--- config.mk ---
export PLATFORM = sky130hd
export DESIGN_NAME = watch_display
export DESIGN_NICKNAME = d
export VERILOG_FILES = /design/src/rtl/watch_display.sv
export SDC_FILE = /design/constraint.sdc
export NUM_CORES = 1
export LEC_CHECK = 0
export ABC_AREA = 1
export ABC_CLOCK_PERIOD_IN_PS = 3600
export BUFFER_PORTS_ARGS = -buffer_cell sky130_fd_sc_hd__buf_2
export CORE_MARGIN = 5
export CORE_UTILIZATION = 40
export DETAILED_ROUTE_END_ITERATION = 10
export SYNTH_ARGS = -nofsm -noshare
export SYNTH_HDL_FRONTEND = slang
export SYNTH_SLANG_ARGS = --single-unit
--- constraint.sdc ---
create_clock -name clk -period 3.6 [get_ports clk]
set_clock_uncertainty 0.05 [all_clocks]
set_input_delay 0.36 -clock clk [delete_from_list [all_inputs] [get_ports clk]]
set_output_delay 0.36 -clock clk [all_outputs]
set_load 0.05 [all_outputs]
--- src/rtl/watch_display.sv ---
// Time display back end: binary H/M/S -> BCD by iterative double-dabble, then active-low 7-seg with blink masking.
// Optional build macro WATCH_DISP_LZB_EN blanks a leading zero on the hour-tens digit.
module watch_display #(
    parameter logic [6:0] BLANK = 7'h7F,
    parameter int         NBITS = 6
) (
    input  logic       clk,
    input  logic       rst,
    input  logic [5:0] segundos,
    input  logic [5:0] minutos,
    input  logic [4:0] horas,
    input  logic       blink,
    input  logic [1:0] mode,
    output logic [6:0] HEX5,
    output logic [6:0] HEX4,
    output logic [6:0] HEX3,
    output logic [6:0] HEX2,
    output logic [6:0] HEX1,
    output logic [6:0] HEX0,
    output logic       busy
);
    localparam int CW = $clog2(NBITS);
    localparam int SW = NBITS + 8;

    typedef enum logic [1:0] {S_IDLE, S_SHIFT, S_DONE} state_t;

    state_t               r_state;
    logic [16:0]          r_snap;
    logic [CW-1:0]        r_cnt;
    logic                 r_valid;
    logic                 r_busy;
    logic [2:0][SW-1:0]   r_scr;
    logic [5:0][3:0]      r_dig;

    logic [16:0]          w_in;
    logic [2:0][NBITS-1:0] w_field;
    logic [2:0][SW-1:0]   w_shift;
    logic [5:0][6:0]      w_seg;
    logic [5:0][6:0]      w_hex;
    logic [2:0]           w_mask;
    logic                 w_lzb;

    assign w_in       = {horas, minutos, segundos};
    assign w_field[0] = NBITS'(segundos);
    assign w_field[1] = NBITS'(minutos);
    assign w_field[2] = NBITS'(horas);

    function automatic logic [6:0] seg7(input logic [3:0] d);
        case (d)
            4'd0:    seg7 = 7'h40;
            4'd1:    seg7 = 7'h79;
            4'd2:    seg7 = 7'h24;
            4'd3:    seg7 = 7'h30;
            4'd4:    seg7 = 7'h19;
            4'd5:    seg7 = 7'h12;
            4'd6:    seg7 = 7'h02;
            4'd7:    seg7 = 7'h78;
            4'd8:    seg7 = 7'h00;
            4'd9:    seg7 = 7'h10;
            default: seg7 = BLANK;
        endcase
    endfunction

    // One double-dabble step per field: add-3 on nibbles >= 5, then shift left.
    generate
        for (genvar gi = 0; gi < 3; gi++) begin : g_dd
            logic [3:0]    w_lo;
            logic [3:0]    w_hi;
            logic [SW-1:0] w_adj;
            assign w_lo  = r_scr[gi][NBITS+3:NBITS];
            assign w_hi  = r_scr[gi][NBITS+7:NBITS+4];
            assign w_adj = {(w_hi >= 4'd5) ? w_hi + 4'd3 : w_hi,
                            (w_lo >= 4'd5) ? w_lo + 4'd3 : w_lo,
                            r_scr[gi][NBITS-1:0]};
            assign w_shift[gi] = w_adj << 1;
        end
    endgenerate

    always_ff @(posedge clk or posedge rst) begin
        if (rst) begin
            r_state <= S_IDLE;
            r_snap  <= '0;
            r_cnt   <= '0;
            r_valid <= 1'b0;
            r_busy  <= 1'b0;
            r_scr   <= '0;
            r_dig   <= '0;
        end else begin
            case (r_state)
                S_IDLE: begin
                    if (!r_valid || (w_in != r_snap)) begin
                        r_snap <= w_in;
                        for (int i = 0; i < 3; i++) begin
                            r_scr[i] <= {8'd0, w_field[i]};
                        end
                        r_cnt   <= '0;
                        r_busy  <= 1'b1;
                        r_state <= S_SHIFT;
                    end
                end
                S_SHIFT: begin
                    r_scr <= w_shift;
                    if (r_cnt == CW'(NBITS - 1)) begin
                        r_state <= S_DONE;
                    end else begin
                        r_cnt <= r_cnt + 1'b1;
                    end
                end
                S_DONE: begin
                    for (int i = 0; i < 3; i++) begin
                        r_dig[2*i]   <= r_scr[i][NBITS+3:NBITS];
                        r_dig[2*i+1] <= r_scr[i][NBITS+7:NBITS+4];
                    end
                    r_valid <= 1'b1;
                    r_busy  <= 1'b0;
                    r_state <= S_IDLE;
                end
                default: r_state <= S_IDLE;
            endcase
        end
    end

`ifdef WATCH_DISP_LZB_EN
    assign w_lzb = (r_dig[5] == 4'd0);
`else
    assign w_lzb = 1'b0;
`endif

    // Pair index: 2 = hours, 1 = minutes, 0 = seconds.
    assign w_mask[2] = !blink && (mode == 2'b01);
    assign w_mask[1] = !blink && (mode == 2'b10);
    assign w_mask[0] = !blink && (mode == 2'b11);

    generate
        for (genvar gi = 0; gi < 6; gi++) begin : g_seg
            assign w_seg[gi] = seg7(r_dig[gi]);
            assign w_hex[gi] = (!r_valid || w_mask[gi/2] || ((gi == 5) && w_lzb)) ? BLANK : w_seg[gi];
        end
    endgenerate

    assign HEX0 = w_hex[0];
    assign HEX1 = w_hex[1];
    assign HEX2 = w_hex[2];
    assign HEX3 = w_hex[3];
    assign HEX4 = w_hex[4];
    assign HEX5 = w_hex[5];
    assign busy = r_busy;

endmodule

After elaboration in Yosys (flattened, before gate mapping)

Memory sizes are Yosys's and may differ from the RTL's.
Cells that the tools add are included.

Add/subtract/negate cells: 7
Multipliers: 0
Div/mod/pow operators: 0
Magnitude comparators: 6
Equal/unequal tests: 10
Shift-type cells: 0
Muxes and demuxes: 22
Bitwise operators: 0
Reduce and logical (&&, ||, !) cells: 17

Operators with widths:

| kind                                                                                 | count |
|---|---|
| 42-bit case mux with 2 select lines                                                  | 1 |
| 42-bit 2-to-1 mux                                                                    | 1 |
| 7-bit 2-to-1 mux                                                                     | 6 |
| 4-bit by 3-bit greater-or-equal comparator with 1-bit output (second input constant) | 6 |
| 17-bit inequality test                                                               | 1 |
| 3-bit 2-to-1 mux                                                                     | 5 |
| 4-bit by 2-bit adder with 4-bit output (second input constant)                       | 3 |
| 4-bit 2-to-1 mux                                                                     | 3 |
| 3-bit by 2-bit adder with 3-bit output (second input constant)                       | 3 |
| 2-bit AND reduction                                                                  | 4 |
| 2-bit equality test (second input constant)                                          | 3 |
| 2-bit inequality test (second input constant)                                        | 3 |
| 3-bit case mux with 2 select lines                                                   | 1 |
| 2-bit by 1-bit equality test with 1-bit output (second input constant)               | 2 |
| 1-bit logical OR                                                                     | 4 |
| 2-bit 2-to-1 mux                                                                     | 2 |
| 2-bit case mux with 2 select lines                                                   | 1 |
| 2-bit nonzero test                                                                   | 2 |
| 3-bit by 1-bit adder with 3-bit output (second input constant)                       | 1 |
| 3-bit equality test (second input constant)                                          | 1 |
| 1-bit logical AND                                                                    | 3 |
| 3-bit AND reduction                                                                  | 1 |
| 1-bit logical NOT                                                                    | 2 |
| 2-bit logical NOT                                                                    | 1 |
| other kinds (2)                                                                      | 2 |

Register bits after elaboration: 90
Latch bits: 0
Bits in writable memories: 0
Bits in read-only memories: 672
Output and inout bits: 43
Logic and storage cells: 82
Memories kept: 6

Memories:

| name             | depth | width | rd ports | clocked after memory_dff | wr ports | line | text |
|---|---|---|---|---|---|---|---|
| (name not given) | 16    | 7     | 1        | 0                        | 0        | 49   | `case (d)` |
| (name not given) | 16    | 7     | 1        | 0                        | 0        | 49   |  |
| (name not given) | 16    | 7     | 1        | 0                        | 0        | 49   |  |
| (name not given) | 16    | 7     | 1        | 0                        | 0        | 49   |  |
| (name not given) | 16    | 7     | 1        | 0                        | 0        | 49   |  |
| (name not given) | 16    | 7     | 1        | 0                        | 0        | 49   |  |

Depth between registers and ports, before layout

Gate-level depths: netlist of run 1.

Word-level depth: 4
Mapped depth: 12
Gate-level depth less buffers: 11

Worst setup path before layout of run 1

OpenSTA, ideal clock, no wires.

Path type: reg2out
Start: register r_dig[1] in the netlist's numbering
End: output port HEX0[0]
Arrival time: 1891 ps
Data required time: 3190 ps
Path slack: 1299 ps
Cell stages (with the launch flop): 6
Path buffers: 0
Cell sequence: dfrtp_1 -> inv_1 -> ha_1 -> or2_2 -> o21ai_0 -> o21ai_0

Word-level cells in the longest chain between the ends: 2

RTL lines:

| item                              | line | text |
|---|---|---|
| from (decl)                       | 33   | `logic [5:0][3:0] r_dig;` |
| from (signal, indexed assignment) | 111  | `r_dig[2*i] <= r_scr[i][NBITS+3:NBITS];` |
| from (signal, indexed assignment) | 112  | `r_dig[2*i+1] <= r_scr[i][NBITS+7:NBITS+4];` |
| memory read 16 x 7 bit            | n/a  |  |
| 7-bit 2-to-1 mux                  | 137  | `assign w_hex[gi] = (!r_valid \|\| w_mask[gi/2] \|\| ((gi == 5) && w_lzb)) ? BLANK : w_seg[gi];` |
| to (decl)                         | 19   | `output logic [6:0] HEX0,` |

Every way passes these cells.

Final worst setup path of run 1

Start: register r_valid
End: output port HEX3[6]

Word-level cells in the longest chain between the ends: 3

RTL lines:

| item                   | line | text |
|---|---|---|
| from (decl)            | 30   | `logic r_valid;` |
| from (signal assigned) | 84   | `r_valid <= 1'b0;` |
| from (signal assigned) | 114  | `r_valid <= 1'b1;` |
| 1-bit logical NOT      | 137  |  |
| 1-bit logical OR       | 137  |  |
| 7-bit 2-to-1 mux       | 137  |  |
| to (decl)              | 16   | `output logic [6:0] HEX3,` |

Every way passes these cells.

==> metrics, run 1 <==
outcome completed; Most used DFF post-synth dfrtp_1; Setup crit start kind flop; Fin. Hold Viols 0; Max-Cap Viols 0; largest net degree at the start of global routing 91; vias per cell 4.81; required time worst endpoint 3.19 ns; post-synth net total 809; vias 4,730; core area 0.0138 mm2; unrepaired setup endpoints after global routing false; io pins 65; number of synthesized flops with an enable pin 0; minimum clock period 2.19 ns; H-tree Lvls 3; Unique masters post-synth 21; cts repair resizes 0; Die W 128 um; Site Rows 43; most frequent cell after synthesis nand2_1; Routed WL 11.3 mm; crit-path max FO 6; cell count after synthesis 743; Die Area 0.0165 mm2; clock root buffer clkbuf_16; WL/cell 11.5 um; diode count 0; Area Overhead vs Synth 13.6%; Setup Buffers After CTS 0; vias in the first global route 4,489; pre-CTS setup slack 1.32 ns; Syn Area/Cell 7.54 um2; Setup CP Type reg2out; Critical Path Start r_valid; clk_lat worst skew 0.34 ns; cts hold-fix bufs 0; # DRC 0; Max Root-Sink Buffers 2; most frequent cells after synthesis 230 x nand2_1, 100 x o21ai_0, 94 x inv_1, 90 x dfrtp_1, 55 x nand3_1; setup_tns 0 ns; fin nets 865; first-pass GRT wire length 20.0 mm; PnR worst setup slack 1.41 ns; Syn. warnings 0; initial antenna violation count 0; Yosys top cell area share 0.402; max-slew violation count 0; Vert. Die Dim 128 um; DRT Pass-1 Iters 4; launch point of the worst reg-to-reg path r_snap[12]; Sink Count 90; Worst-Margin Slew 1.13 ns; clock buffers created by TritonCTS 9; Setup crit end kind primary output; Tot GR Track Use 0.143; Peak Freq 456 MHz; area leader, netlist dfrtp_1; largest cells by area after synthesis dfrtp_1 40%, nand2_1 15%, ha_1 9.8%, o21ai_0 8.9%, inv_1 6.3%; final critical-path share of the clock period 0.609; # port buffers 64; Slew HR 0.244; async set or reset register ratio after synthesis 1.00; Starting Density 0.405; DRT antenna net count 0; layout cell share with drive strength beyond 1 0.153; area of the mapped netlist 0.00560 mm2; Initial DRC Count 253; post-synthesis register bit count 90; Data arrival, critical path 1.78 ns; clock-pin slew on the worst setup and hold paths 0.06 ns; CTS tree done; Final GP Congestion 0.862; Final HPWL DP 8.05 mm; # setup viols final 0; GRT Residual Overflow 0; register area share after synthesis 0.402; HP Class in2async
## worst max-delay path, cell delays in order (launching register included)
cell     delay, ns
dfrtp_1       0.47
o21ai_0       0.27
nor2_1        0.33
o21ai_0       0.15
buf_2         0.23
## metal layers
layer / vias to the layer above / track usage / wire length (um)
li1: 2494 / - / -
met1: 2113 / 0.192 / 5510
met2: 102 / 0.229 / 4920
met3: 21 / 0.0278 / 606
met4: 0 / 0.0562 / 250
met5: - / 0 / 0
## final cells by class
cell class / count / area (um2)
well taps: 180 / 225
repair buffers: 69 / 370
flip-flops and latches: 90 / 2250
fillers: 1383 / 7460
inverters: 96 / 362
multi-input cells: 533 / 2850
clock buffers: 12 / 256
clock inverters: 4 / 50.0
## final timing paths
check,slack [ns],cells past startpoint,end
setup / recovery,1.41,4,HEX3[6]
hold / removal,0.04,3,r_snap[6]
setup reg to reg,1.43,11,r_cnt[2]
hold reg to reg,0.43,2,g_dd[2].w_adj[5]
max in group asynchronous,3.06,3,g_dd[2].w_hi[1]
min in group clk,0.23,3,r_snap[0]
## cell families after synthesis
logic type | share of synthesized area
and+or+nand+nor | 0.276
DFF | 0.402
adders and majority gates | 0.0982
buffers and inverters | 0.0898
xor gates and xnor gates | 0.00625
AOI/OAI and AO/OA | 0.128
## layout by cell type, fill, tap and decap left out, drive strengths merged
cell	count
nand3	75
buf	69
clkinv	2
or4	2
o31ai	1
nand2	232
or2	12
nor2	27
bufinv	1
o211ai	12
o21ai	100
clkbuf	12
ha	44
dfrtp	90
a21oi	24
clkinvlp	2
xnor2	4
inv	95
## sequential cells by signal, indices dropped and copies added (netlist names)
name and flops:
busy 1, g_dd.w_adj 18, g_dd.w_hi 12, g_dd.w_lo 12, r_cnt 3, r_dig 24
r_snap 17, r_state 2, r_valid 1
## metrics by stage
| stage | cells | utilization | instance area [um2] | hold slack, ns |
|---|---|---|---|---|
| after floorplan | 743 | - | 5600 | 0.400 |
| after global placement | 968 | 0.438 | 6060 | 0.414 |
| after detailed placement | 968 | 0.438 | 6060 | 0.424 |
| after CTS | 984 | 0.460 | 6360 | 0.0904 |
| after global routing | 984 | 0.460 | 6360 | 0.101 |
| final | 984 | 0.460 | 6360 | 0.0415 |
Power of run 1 is not shown: default switching activity piles up to over one toggle a cycle in this logic, so the estimate is an artifact.
==> run 2: changes to the inputs <==
--- a/config.mk
+++ b/config.mk
@@ -5,8 +5,8 @@
 export SDC_FILE = /design/constraint.sdc
 export NUM_CORES = 1
 export LEC_CHECK = 0
-export ABC_AREA = 1
-export ABC_CLOCK_PERIOD_IN_PS = 3600
+export ABC_AREA = 0
+export ABC_CLOCK_PERIOD_IN_PS = 2250
 export BUFFER_PORTS_ARGS = -buffer_cell sky130_fd_sc_hd__buf_2
 export CORE_MARGIN = 5
 export CORE_UTILIZATION = 40
==> constraint.sdc (replaced) <==
create_clock -name clk -period 2.25 [get_ports clk]
set_clock_uncertainty 0.05 [all_clocks]
set_input_delay 0.225 -clock clk [delete_from_list [all_inputs] [get_ports clk]]
set_output_delay 0.225 -clock clk [all_outputs]
set_load 0.05 [all_outputs]
==> metrics, run 2 <==
outcome completed; # port buffers 64; most frequent cells after synthesis 90 x dfrtp_1, 74 x o21ai_0, 59 x nand2_1, 52 x inv_1, 44 x ha_1; GR peak layer met2; Setup crit end kind primary output; Post-Synth XOR/XNOR Area 0.0297; most frequent cells in the layout 85 x dfrtp_1, 74 x o21ai_0, 63 x buf_2; H-tree Lvls 3; largest cells by area after synthesis dfrtp_1 40%, ha_1 9.8%, mux2_2 8.2%, o21ai_0 6.6%, nand2_1 4.0%; max reg flops 24; minimum clock period 2.17 ns; WL/cell 13.7 um; max-slew violation count 0; Slew HR 0.523; Hold Startpoint minutos[0]; Unique masters post-synth 34; grt met3 use 0.0286; vias in the first global route 4,186; diode count 0; Most used DFF post-synth dfrtp_1; Worst R2R Path Depth 6; CTS tree done; Final Util 0.469; Peak Freq 462 MHz; required time worst endpoint 1.98 ns; number of synthesized flops with an enable pin 0; core area 0.0138 mm2; post-synth net total 673; Tot GR Track Use 0.147; Setup Buffers After CTS 0; launch point of the worst reg-to-reg path r_snap[8]; Starting Density 0.405; Sink Count 90; post-synthesis register bit count 90; most frequent cell after synthesis dfrtp_1; cell count after synthesis 607; layout cell share with drive strength beyond 1 0.241; GRT Residual Overflow 0; Syn. warnings 0; Syn Area/Cell 9.23 um2; reg-to-reg endpoint g_dd[0].w_adj[4]; HP Class in2reg; largest register by flop count r_dig; M1 GR Usage 0.198; Final GP Congestion 0.849; met2 GRT Util 0.240; setup_tns 0 ns; Initial DRC Count 140; multiplexer area fraction after synthesis 0.111; unrepaired setup endpoints after global routing false; Data arrival, critical path 1.89 ns; Routed WL 11.7 mm; Max-Cap Viols 0; Fill cells 1,312; WHS Path Cells 2; r2r setup slk 0.23 ns; main combinational cell family by area after synthesis compound AO/OA/AOI/OAI gates; register area share after synthesis 0.402; Yosys top cell area share 0.402; Worst-Margin Slew 0.713 ns; Setup crit start kind flop; area of the mapped netlist 0.00561 mm2; DRT Pass-1 Iters 4; initial antenna violation count 0; # DRC 0; async set or reset register ratio after synthesis 1.00; leading cell type in the layout, fill and taps excluded dfrtp_1; clock-pin slew on the worst setup and hold paths 0.06 ns; Die W 128 um; fin nets 734; Max Root-Sink Buffers 2; Site Rows 43; Compound-Gate Fraction of Synth Area 0.155; post-synthesis simple-gate area fraction 0.144; Final HPWL DP 8.68 mm; final critical-path share of the clock period 0.963; clk_lat worst skew 0.34 ns; crit-path max FO 6; # setup viols final 0; Area Overhead vs Synth 15.7%; clock root buffer clkbuf_16; Post-Synth Adder-Cell Area 0.0982; vias per cell 5.05; clock buffers created by TritonCTS 9; first-pass GRT wire length 20.1 mm; DRT antenna net count 0; area leader, netlist dfrtp_1; Die Area 0.0165 mm2; largest net degree at the start of global routing 33; Fin. Hold Viols 0; io pins 65; vias 4,310; hold endpoint g_dd[1].w_adj[0]; Setup CP Type reg2out; Vert. Die Dim 128 um
==> run 2: cell types whose count changed after synthesis, sizes merged, moves of 25 or more <==
cell / delta
nand2: -173
nand3: -69
mux2: +49
inv: -44
nand2b: +29
o21ai: -26
o22ai: +25
==> run 2: final cells by class <==
| class | instances | area [um2] | area share |
|---|---|---|---|
| clock buffer | 11 | 253 | 0.0390 |
| clock inverter | 5 | 52.6 | 0.00810 |
| inverter | 52 | 199 | 0.0307 |
| multi-input combinational | 435 | 3020 | 0.465 |
| sequential | 90 | 2260 | 0.348 |
| tap | 180 | 225 | 0.0347 |
| timing repair buffer | 80 | 483 | 0.0745 |
==> run 2: timing repair <==
item	CTS	global route
hold buffers	1	0
setup endpoints to repair	0	10
hold endpoints to repair	26	0
resized for setup	0	7
==> run 2: cells by family (layout without fill, tap and decap cells) <==
family | after synthesis | after routing
AO/OA/AOI/OAI | 151 | 151
XOR/XNOR | 19 | 19
adder cells (fa/ha/maj) | 44 | 44
buffers and inverters | 82 | 148
flip-flops | 90 | 90
multiplexers | 53 | 53
AND/OR/NAND/NOR | 168 | 168
==> run 2: how the worst max path moves through the flow <==
stage                          from  slack (ns)          endpoint
after global routing       r_dig[5]      0.0002           HEX1[0]
after CTS                  r_dig[9]        0.05           HEX2[3]
after floorplan            r_dig[9]        0.03           HEX2[3]
after detailed placement  r_snap[8]        0.23  g_dd[0].w_adj[4]
final                      r_dig[1]        0.08           HEX0[3]
after global placement    r_snap[8]        0.26  g_dd[0].w_adj[3]
==> run 2: metal layers <==
layer | vias to the layer above | wire length, um | share of wire
met1 | 2039 | 5560 | 0.47
met4 | 0 | 148 | 0.013
li1 | 2181 | - | -
met5 | - | 0 | 0
met3 | 12 | 470 | 0.040
met2 | 78 | 5530 | 0.47
==> run 2: critical path, cell delays in order (launching register included) <==
cell and delay (ns):
dfrtp_1 0.44, inv_1 0.13, ha_1 0.19, or2_2 0.27, a21oi_1 0.17, o21ai_0 0.12, buf_2 0.24
==> run 2: stage by stage <==
step	instance area [um2]	worst slack, ns	instances	hold WS [ns]
after floorplan	5610	0.0279	607	0.291
after global placement	6160	0.264	836	0.317
after detailed placement	6160	0.226	836	0.321
after CTS	6480	0.0482	853	0.0741
after global routing	6490	0.000164	853	0.0888
final	6490	0.0833	853	0.0872
Power of run 2 is left out for the same reason.
==> run 3: changes to the inputs <==
--- a/config.mk
+++ b/config.mk
@@ -11,6 +11,7 @@
 export CORE_MARGIN = 5
 export CORE_UTILIZATION = 40
 export DETAILED_ROUTE_END_ITERATION = 10
+export PLACE_DENSITY_LB_ADDON = 0.08
 export SYNTH_ARGS = -nofsm -noshare
 export SYNTH_HDL_FRONTEND = slang
 export SYNTH_SLANG_ARGS = --single-unit
==> metrics, run 3 (synthesis gave the netlist of run 2 again) <==
Hold Startpoint minutos[0]; slowest CP cell dfrtp_2; Slew HR 0.617; minimum clock period 2.12 ns; grt met3 use 0.0212; Die Area 0.0165 mm2; Final GP Congestion 0.803; largest net degree at the start of global routing 30; diode count 0; Routed WL 11.8 mm; crit-path leading delay family flip-flops; vias 4,290; Max Root-Sink Buffers 2; GRT Residual Overflow 0; Area Overhead vs Synth 16.4%; # DRC 0; max-slew violation count 0; fin nets 735; leading cell type in the layout, fill and taps excluded dfrtp_1; met2 GRT Util 0.246; io pins 65; DP Area 0.00617 mm2; # setup viols final 0; Critical Path Start r_dig[21]; Data arrival, critical path 1.84 ns; crit-path max FO 6; unrepaired setup endpoints after global routing true; WL/cell 13.8 um; DRT Pass-1 Iters 4; most frequent cells in the layout 84 x dfrtp_1, 74 x o21ai_0, 64 x buf_2; clock buffers created by TritonCTS 9; DRT antenna net count 0; Final HPWL DP 8.72 mm; Setup CP Type reg2out; Initial DRC Count 178; Sink Count 90; Max-Cap Viols 0; H-tree Lvls 3; GR peak layer met2; Site Rows 43; # port buffers 64; CTS tree done; Peak Freq 472 MHz; Worst path max stage delay 0.43 ns; clock root buffer clkbuf_16; core area 0.0138 mm2; WP buf/inv 2; largest register by flop count r_dig; Worst-Margin Slew 0.574 ns; max reg flops 24; outcome completed; Tot GR Track Use 0.149; clock-pin slew on the worst setup and hold paths 0.06 ns; Setup crit end kind primary output; initial antenna violation count 0; layout cell share with drive strength beyond 1 0.243; Die W 128 um; required time worst endpoint 1.98 ns; first-pass GRT wire length 20.3 mm; Vert. Die Dim 128 um; Setup crit start kind flop; Fin. Hold Viols 0; HP Class in2reg; M1 GR Usage 0.201; setup_tns 0 ns; Fill cells 1,318; vias per cell 5.02; launch point of the worst reg-to-reg path r_snap[1]; critical-path cell list inv_1, ha_1, or2_2, a21oi_1, o21ai_0, buf_2; Hold WS 0.0780 ns; Starting Density 0.405; final critical-path share of the clock period 0.942; clk_lat worst skew 0.34 ns; vias in the first global route 4,188; post-route cell area 0.00653 mm2
## run 3: changes by cell type in the layout (fill, tap and decap cells not counted), sizes merged
cell | before | now
clkinv | 3 | 1
buf | 79 | 80
bufinv | 1 | 2
clkbuf | 11 | 12
## run 3: worst paths after layout
| check | end | slack [ns] | depth (start not counted) |
|---|---|---|---|
| setup / recovery | HEX5[0] | 0.13 | 6 |
| hold / removal | g_dd[1].w_adj[0] | 0.08 | 2 |
| setup reg to reg | g_dd[2].w_adj[2] | 0.27 | 6 |
| hold reg to reg | g_dd[0].w_lo[0] | 0.45 | 2 |
| max in group asynchronous | r_dig[13] | 0.94 | 4 |
| min in group asynchronous | r_snap[3] | 0.44 | 3 |
## run 3: what timing repair did
item / CTS / global route
setup buffers: 0 / 0
hold endpoints to repair: 20 / 0
endpoints found under the setup margin: 0 / 12
hold buffers: 1 / 0
resized for setup: 0 / 6
## run 3: layout make-up
| cell class | count | area, um2 | area share |
|---|---|---|---|
| Clock inverter | 4 | 72.6 | 0.0111 |
| Sequential cell | 90 | 2260 | 0.346 |
| Inverter | 52 | 199 | 0.0305 |
| Timing Repair Buffer | 81 | 488 | 0.0748 |
| Tap cell | 180 | 225 | 0.0345 |
| Clock buffer | 12 | 267 | 0.0408 |
| Multi-Input combinational cell | 435 | 3020 | 0.462 |
## run 3: stage by stage
stage | instances | util | setup slack [ns]
after floorplan | 607 | - | 0.0279
after global placement | 837 | 0.446 | 0.318
after detailed placement | 837 | 0.446 | 0.293
after CTS | 854 | 0.471 | 0.0439
after global routing | 854 | 0.472 | -0.00966
final | 854 | 0.472 | 0.130
## run 3: metal layers
layer  vias up  wire length, um
met4         0              183
li1       2187                -
met1      2018             5590
met2        72             5560
met5         -                0
met3        13              456
Power of run 3 is left out for the same reason.
